`config.mk`:
```
export PLATFORM = sky130hd
export DESIGN_NAME = int_ctrl_multi
export DESIGN_NICKNAME = d
export VERILOG_FILES = /design/src/rtl/int_ctrl_pkg.sv /design/src/rtl/int_prio_enc.sv /design/src/rtl/int_ctrl_multi.sv
export SDC_FILE = /design/constraint.sdc
export NUM_CORES = 1
export LEC_CHECK = 0
export CAP_MARGIN = 20
export CORE_MARGIN = 1
export CORE_UTILIZATION = 42
export DETAILED_ROUTE_END_ITERATION = 10
export GPL_ROUTABILITY_DRIVEN = 1
export GPL_TIMING_DRIVEN = 1
export MAX_ROUTING_LAYER = met4
export PLACE_DENSITY = 0.85
export RECOVER_POWER = 100
export SLEW_MARGIN = 10
export SYNTH_ARGS = -nofsm -noshare
export SYNTH_HDL_FRONTEND = slang
export SYNTH_SLANG_ARGS = --single-unit
```
`constraint.sdc`:
```
create_clock -name clk -period 2.4 [get_ports clk]
set_input_delay 0.48 -clock clk [delete_from_list [all_inputs] [get_ports clk]]
set_output_delay 0.48 -clock clk [all_outputs]
set_load 0.01 [all_outputs]
```
`src/rtl/int_ctrl_pkg.sv`:
```
// Shared definitions for the multi-channel interrupt controller:
// register map, channel limit and vector width.
package int_ctrl_pkg;

    localparam int MAX_IRQ = 8;
    localparam int VEC_W   = 3;

    typedef enum logic [1:0] {
        REG_DISABLE = 2'd0,
        REG_MODE    = 2'd1,
        REG_PENDING = 2'd2,
        REG_VECTOR  = 2'd3
    } reg_addr_e;

endpackage

```
`src/rtl/int_prio_enc.sv`:
```
// Lowest-index-wins priority encoder: vec is the lowest set request bit,
// zero when nothing is requested.
module int_prio_enc
    import int_ctrl_pkg::*;
#(
    parameter int N = 3
) (
    input  logic [N-1:0]     req,
    output logic [VEC_W-1:0] vec,
    output logic             any
);

    // Scan from the top down so the lowest set bit is the last to write vec.
    always_comb begin
        vec = '0;
        for (int i = N - 1; i >= 0; i--) begin
            if (req[i]) begin
                vec = VEC_W'(i);
            end
        end
    end

    assign any = |req;

endmodule

```
`src/rtl/int_ctrl_multi.sv`:
```
// Multi-channel interrupt controller with per-channel mask, level/edge mode,
// W1C pending register and priority vector. Define INT_CTRL_SYNC_EN to add a
// 2-flop input synchroniser on every irq_n line.
module int_ctrl_multi
    import int_ctrl_pkg::*;
#(
    parameter int NUM_IRQ = 3
) (
    input  logic               clk,
    input  logic               reset,
    input  logic               RDY,
    input  logic               re,
    input  logic               we,
    input  logic               CECG_n,
    input  logic [1:0]         addr,
    input  logic [7:0]         dIn,
    output logic [7:0]         dOut,
    input  logic [NUM_IRQ-1:0] irq_n,
    output logic [NUM_IRQ-1:0] irq,
    output logic               irq_any,
    output logic [VEC_W-1:0]   irq_vec
);

    logic [NUM_IRQ-1:0] mask_reg, mask_next;
    logic [NUM_IRQ-1:0] mode_reg, mode_next;
    logic [NUM_IRQ-1:0] pending_reg, pending_next;
    logic [NUM_IRQ-1:0] prev_reg;
    logic [NUM_IRQ-1:0] req_s;
    logic [NUM_IRQ-1:0] edge_det;
    logic [NUM_IRQ-1:0] wdata;
    logic               wr_en, rd_en;
    logic               wr_disable, wr_mode, wr_pending;
    logic               unused_din;

    assign wr_en      = RDY & ~CECG_n & we;
    assign rd_en      = ~CECG_n & re;
    assign wr_disable = wr_en & (reg_addr_e'(addr) == REG_DISABLE);
    assign wr_mode    = wr_en & (reg_addr_e'(addr) == REG_MODE);
    assign wr_pending = wr_en & (reg_addr_e'(addr) == REG_PENDING);
    assign wdata      = dIn[NUM_IRQ-1:0];
    assign unused_din = ^dIn;

`ifdef INT_CTRL_SYNC_EN
    logic [NUM_IRQ-1:0] sync1_reg, sync2_reg;

    // Flops hold the active-high request, so reset to 0 means "inactive".
    always_ff @(posedge clk) begin
        if (reset) begin
            sync1_reg <= '0;
            sync2_reg <= '0;
        end else begin
            sync1_reg <= ~irq_n;
            sync2_reg <= sync1_reg;
        end
    end

    assign req_s = sync2_reg;
`else
    assign req_s = ~irq_n;
`endif

    genvar gi;
    generate
        for (gi = 0; gi < NUM_IRQ; gi++) begin : g_chan
            assign edge_det[gi]  = req_s[gi] & ~prev_reg[gi];
            assign mask_next[gi] = wr_disable ? wdata[gi] : mask_reg[gi];
            assign mode_next[gi] = wr_mode ? wdata[gi] : mode_reg[gi];
            // Set beats clear; masking with mode_next keeps level channels at 0.
            assign pending_next[gi] = mode_next[gi] &
                ((mode_reg[gi] & edge_det[gi]) |
                 (pending_reg[gi] & ~(wr_pending & wdata[gi])));
            assign irq[gi] = (mode_reg[gi] ? pending_reg[gi] : req_s[gi]) & ~mask_reg[gi];
        end
    endgenerate

    always_ff @(posedge clk) begin
        if (reset) begin
            mask_reg    <= '0;
            mode_reg    <= '0;
            pending_reg <= '0;
            prev_reg    <= '0;
        end else begin
            mask_reg    <= mask_next;
            mode_reg    <= mode_next;
            pending_reg <= pending_next;
            prev_reg    <= req_s;
        end
    end

    int_prio_enc #(
        .N (NUM_IRQ)
    ) u_prio (
        .req (irq),
        .vec (irq_vec),
        .any (irq_any)
    );

    always_comb begin
        dOut = '0;
        if (rd_en) begin
            case (reg_addr_e'(addr))
                REG_DISABLE: dOut = 8'(mask_reg);
                REG_MODE:    dOut = 8'(mode_reg);
                REG_PENDING: dOut = 8'(pending_reg);
                REG_VECTOR:  dOut = {irq_any, 4'b0000, irq_vec};
                default:     dOut = '0;
            endcase
        end
    end

endmodule

```
# Yosys cells after proc, flatten, opt, wreduce, memory -nomap -nowiden

Cells that the tools add are included.

Word-level logic and storage cells: 58
Output and inout port bits: 15
Input bits: 19
Flip-flop bits (word level): 12

Bitwise logic cells: 38
Reduce and logical (&&, ||, !) cells: 2
Multiplexer cells: 11
Equal/unequal tests: 3

Operators with widths:

| operator                                                               | count |
|---|---|
| 8-bit case mux with 4 select lines                                     | 1 |
| 1-bit bitwise AND                                                      | 24 |
| 1-bit NOT                                                              | 10 |
| 8-bit 2-to-1 mux                                                       | 1 |
| 1-bit 2-to-1 mux                                                       | 6 |
| 2-bit 2-to-1 mux                                                       | 3 |
| 2-bit equality test (second input constant)                            | 2 |
| 3-bit NOT                                                              | 1 |
| 1-bit OR                                                               | 3 |
| 3-bit OR reduction                                                     | 1 |
| 2-bit by 1-bit equality test with 1-bit output (second input constant) | 1 |
| 2-bit logical NOT                                                      | 1 |

# Depth between registers and ports, before layout

Word-level depth: 9
Mapped depth: 4
Mapped depth without buffers: 4

# Hierarchy

From an unflattened synthesis, not the netlist that was laid out.

Cell total of the unflattened synthesis: 81
Area total of the unflattened synthesis: 742.0 sq um

Modules (own cells, without submodules):

| module         | seq. area each (sq um) | instances | cells each | area an instance (sq um) |
|---|---|---|---|---|
| int_ctrl_multi | 240.2                  | 1         | 76         | 710.7 |
| int_prio_enc   | 0.0                    | 1         | 5          | 31.3 |

# Least setup slack after synthesis

Ideal clock, no wire load.

Kind: input port to output port
Start point: in irq_n[2]
End point: out dOut[7]
Data required time: 1.920 ns
Slack: 0.401 ns
Arrival: 1.519 ns
Stages on the path: 4
Path through: or2_2 -> a21oi_1 -> or3_1 -> and4_1

Longest elaborated chain between the ends: 6

RTL lines:

| element                            | RTL line              | RTL |
|---|---|---|
| start: declaration                 | int_ctrl_multi.sv:18  | `input logic [NUM_IRQ-1:0] irq_n,` |
| 3-bit NOT                          | int_ctrl_multi.sv:59  | `assign req_s = ~irq_n;` |
| 1-bit 2-to-1 mux                   | int_ctrl_multi.sv:72  | `assign irq[gi] = (mode_reg[gi] ? pending_reg[gi] : req_s[gi]) & ~mask_reg[gi];` |
| 1-bit bitwise AND                  | int_ctrl_multi.sv:72  |  |
| net irq[2]                         | int_ctrl_multi.sv:19  | `output logic [NUM_IRQ-1:0] irq,` |
| 3-bit OR reduction                 | int_prio_enc.sv:23    | `assign any = \|req;` |
| net irq_any                        | int_ctrl_multi.sv:20  | `output logic irq_any,` |
| 8-bit case mux with 4 select lines | int_ctrl_multi.sv:101 | `case (reg_addr_e'(addr))` |
| 8-bit 2-to-1 mux                   | int_ctrl_multi.sv:100 | `if (rd_en) begin` |
| end: declaration                   | int_ctrl_multi.sv:17  | `output logic [7:0] dOut,` |

The timed path passes the listed nets, and every way through them passes these cells. The select of a mux whose other input is x is not followed.

# Final worst setup path

Start point: in irq_n[1]
End point: out irq[1]

Longest elaborated chain between the ends: 3

RTL lines:

| element           | RTL line |
|---|---|
| 3-bit NOT         | int_ctrl_multi.sv:59 |
| 1-bit 2-to-1 mux  | int_ctrl_multi.sv:72 |
| 1-bit bitwise AND | int_ctrl_multi.sv:72 |
| end: declaration  | int_ctrl_multi.sv:19 |

Every way passes these cells.

==> reports/qor.tcl <==
set qor(status) {completed}
set qor(timing.critical_path.from_type) {primary input}
set qor(clk-insertion-delay-late_ps) 280
set qor(detail_route.wirelength_um) 1790
set qor(hold_path_class) {reg -> reg}
set qor(finalSetupViolCount) 0
set qor(worst_ir_drop_vdd_uv) 233
set qor(grt_pass1_wl_um) 3010
set qor(finalPower_uw) 456
set qor(pin_count) 34
set qor(detail_placement_hpwl_um) 1300
set qor(hold-worst-slack_ps) 503
set qor(number_of_antenna_violations_at_the_first_check_in_global_routing) 0
set qor(layout.cell_area.non_filler_um2) 1040
set qor(core_area_um2) 1520
set qor(cp.required_ps) 1920
set qor(timing_hold_violations_final) 0
set qor(yosysUniqueCellTypes) 28
set qor(place.gp.congestion) 0.809
set qor(finalWorstSetupSlack_ps) 65.6
set qor(cp_max_fo) 4
set qor(lkg_pwr_uw) 0.000439
set qor(cp_data_arrival_time_ps) 1850
set qor(die_x_um) 42.8
set qor(slew_viol_final) 0
set qor(grt.overflow.total) 0
set qor(cts_tree) {built}
set qor(grt.total_usage) 0.225
set qor(path_clk_slew_ps) 70
set qor(first_global_vias) 690
set qor(synth-compound-area-share) 0.125
set qor(layout-drive-gt1-share) 0.233
set qor(p_per_area_nw_per_um2) 438
set qor(routed_via_density) 5.07
set qor(timing.setup.critical_path_class) {in -> out}
set qor(post_synth.cell_area_avg_um2) 8.21
set qor(synth_xor_area_frac) 0
set qor(final_period_util) 0.973
set qor(intPower_uw) 347
set qor(netlist_instances) 85
set qor(pre_cts_setup_slack_ps) -429
set qor(routed_wire_length_per_instance_um) 13.1
set qor(clock_buffer_depth) 2
set qor(power_frac_clock) 0.353
set qor(achievable-frequency_ghz) 0.428
set qor(antenna_left) 0
set qor(clockRootBuffer) {sky130_fd_sc_hd__clkbuf_4}
set qor(worst_clock_skew_ps) 1.70
set qor(design.final.nets) 140
set qor(first_iter_violations) 5
set qor(signed_area_change_from_the_synthesized_netlist_to_the_final_layout_pct) 49.1
set qor(multiplexer_share_of_the_synthesized_area) 0.0896
set qor(p_seq_frac) 0.450
set qor(cap_violations) 0
set qor(chipHeight_um) 42.8
set qor(finalWorstPathRequiredPeriod_ps) 2330
set qor(regToRegSetupSlack_ps) 1270
set qor(syn-cell-area_um2) 698
set qor(cts_hold_repair_buffers) 0
set qor(remaining_drcs) 0
set qor(place_area_um2) 993
set qor(largest_family_of_logic_cells_by_synthesized_area) {simple AND/OR/NAND/NOR gates}
set qor(synthAdderAreaFrac) 0
set qor(die_outline_area_um2) 1830
set qor(htree_num_levels) 1
set qor(port_buffers) 23
set qor(critPathCaptureType) {primary output}
set qor(synth-simple-area-share) 0.355
set qor(synth_largest_type_area_fraction) 0.344
set qor(postSynthRegisterBits) 12
set qor(synth.yosys.seq_area_share) 0.344
set qor(layout.filler_cells) 131
set qor(cts-buffers-inserted) 3
set qor(synth_top_cells_by_area) {sky130_fd_sc_hd__dfxtp_1 34%, sky130_fd_sc_hd__mux2i_1 5.7%, sky130_fd_sc_hd__buf_4 5.4%, sky130_fd_sc_hd__nand3b_1 5.4%, sky130_fd_sc_hd__nand2_1 4.8%}
set qor(num_vias) 690
set qor(synth_top_area_cell) {sky130_fd_sc_hd__dfxtp_1}
set qor(netSwitchingFraction) 0.239
set qor(floorplan.initialDensity) 0.458
set qor(synth.yosys.warnings) 0
set qor(core.rowCount) 14
set qor(rsz0062_at_grt) {no}
set qor(switching_power_uw) 109
set qor(totalNegativeSetupSlack_ps) 0
set qor(detail_route.first_pass.iterations) 4
set qor(grt_start_max_net_pins) 13
set qor(cts_num_sinks) 12
set qor(diodes) 0
set qor(comb_power_share) 0.197
-- power by group through the flow --
stage / combinational, uW / clock [uW] / sequential, uW
6_report: 90.1 / 161 / 205
5_1_grt: 98.0 / 173 / 205
4_1_cts: 90.3 / 162 / 205
3_5_place_dp: 90.5 / 0 / 209
3_3_place_gp: 88.4 / 0 / 209
2_1_floorplan: 40.9 / 0 / 209
-- kinds of logic after synthesis --
logic type,Yosys count
AOI/OAI and AO/OA,14
buffers and inverters,10
muxes,6
and+or+nand+nor,42
other,1
DFF,12
-- per-stage QoR --
step / std cells / utilization
2_1_floorplan: 89 / -
3_3_place_gp: 131 / 0.652
3_5_place_dp: 131 / 0.652
4_1_cts: 136 / 0.691
5_1_grt: 136 / 0.683
6_report: 136 / 0.683
-- final cells by class --
type | instances | area, um2 | share of cell area
Clock buffer | 4 | 36.3 | 0.0349
Inverter | 3 | 11.3 | 0.0108
Multi-Input combinational cell | 67 | 450 | 0.433
Sequential cell | 12 | 240 | 0.231
Tap cell | 16 | 20.0 | 0.0192
Timing Repair Buffer | 34 | 283 | 0.272
-- routing by layer --
layer	global-route usage	wire, um
met1	0.257	769
met2	0.367	929
met3	0.0511	69
met4	0.113	20
met5	-	0
-- cells in the mapped netlist (all sizes together) --
master and n:
and4bb 1, nand4bb 1, and2 1, or3 4, nand3b 5, inv 3, mux2 2, nand2b 2
or3b 1, nor4bb 1, nand2 10, dfxtp 12, buf 6, mux2i 4, a21oi 3, a31oi 2
o21ai 6, nor2b 3, nor3b 1, or2 3, conb 1, a22oi 3, nor2 8, and4 1
clkbuf 1
-- worst max-delay path, stage by stage --
cell	delay, ps
sky130_fd_sc_hd__dlygate4sd2_1	260
sky130_fd_sc_hd__or2_4	250
sky130_fd_sc_hd__a21oi_4	140
sky130_fd_sc_hd__clkbuf_2	170
sky130_fd_sc_hd__clkdlybuf4s50_1	550
-- repair_timing --
item,CTS,global route
resized for setup,21,8
setup endpoints to repair,10,4
hold endpoints to repair,0,0
buffers inserted,1,0
gates cloned,0,0
pin swaps,3,2
-- path summary, 6_finish.rpt --
path	startpoint	to	cells past startpoint
max reg2reg	mode_reg[0]	pending_reg[0]	2
min	prev_reg[1]	pending_reg[1]	3
min reg2reg	prev_reg[1]	pending_reg[1]	3
max	irq_n[1]	irq[1]	5
-- layout by cell type, fill, tap and decap left out --
cell type / synthesis / layout
sky130_fd_sc_hd__and4bb_1: 1 / 1
sky130_fd_sc_hd__buf_2: 0 / 2
sky130_fd_sc_hd__dlygate4sd3_1: 0 / 1
sky130_fd_sc_hd__nand2b_1: 2 / 2
sky130_fd_sc_hd__or3b_2: 1 / 1
sky130_fd_sc_hd__conb_1: 1 / 5
sky130_fd_sc_hd__a21oi_4: 0 / 3
sky130_fd_sc_hd__clkdlybuf4s50_1: 0 / 11
sky130_fd_sc_hd__nand4bb_1: 1 / 1
sky130_fd_sc_hd__mux2i_1: 4 / 4
sky130_fd_sc_hd__a22oi_1: 3 / 3
sky130_fd_sc_hd__nand2_1: 9 / 10
sky130_fd_sc_hd__clkbuf_1: 1 / 1
sky130_fd_sc_hd__clkbuf_4: 0 / 5
sky130_fd_sc_hd__clkbuf_2: 0 / 3
sky130_fd_sc_hd__or2_4: 0 / 2
sky130_fd_sc_hd__mux2_2: 2 / 2
sky130_fd_sc_hd__a31oi_1: 2 / 2
sky130_fd_sc_hd__dlymetal6s2s_1: 0 / 1
sky130_fd_sc_hd__nor4bb_1: 1 / 1
sky130_fd_sc_hd__nand3b_1: 5 / 5
sky130_fd_sc_hd__dlygate4sd2_1: 0 / 5
sky130_fd_sc_hd__o21ai_0: 6 / 6
sky130_fd_sc_hd__buf_4: 5 / 7
sky130_fd_sc_hd__and2_0: 0 / 1
sky130_fd_sc_hd__clkdlybuf4s15_1: 0 / 1
sky130_fd_sc_hd__clkbuf_8: 0 / 1
sky130_fd_sc_hd__or2_2: 3 / 1
sky130_fd_sc_hd__dfxtp_1: 12 / 12
sky130_fd_sc_hd__or3_1: 4 / 4
sky130_fd_sc_hd__nor2_1: 8 / 8
sky130_fd_sc_hd__nor2b_1: 3 / 3
sky130_fd_sc_hd__inv_1: 3 / 3
sky130_fd_sc_hd__nor3b_2: 0 / 1
sky130_fd_sc_hd__and4_1: 1 / 1
No activity file was read; power rests on OpenSTA's default activity.
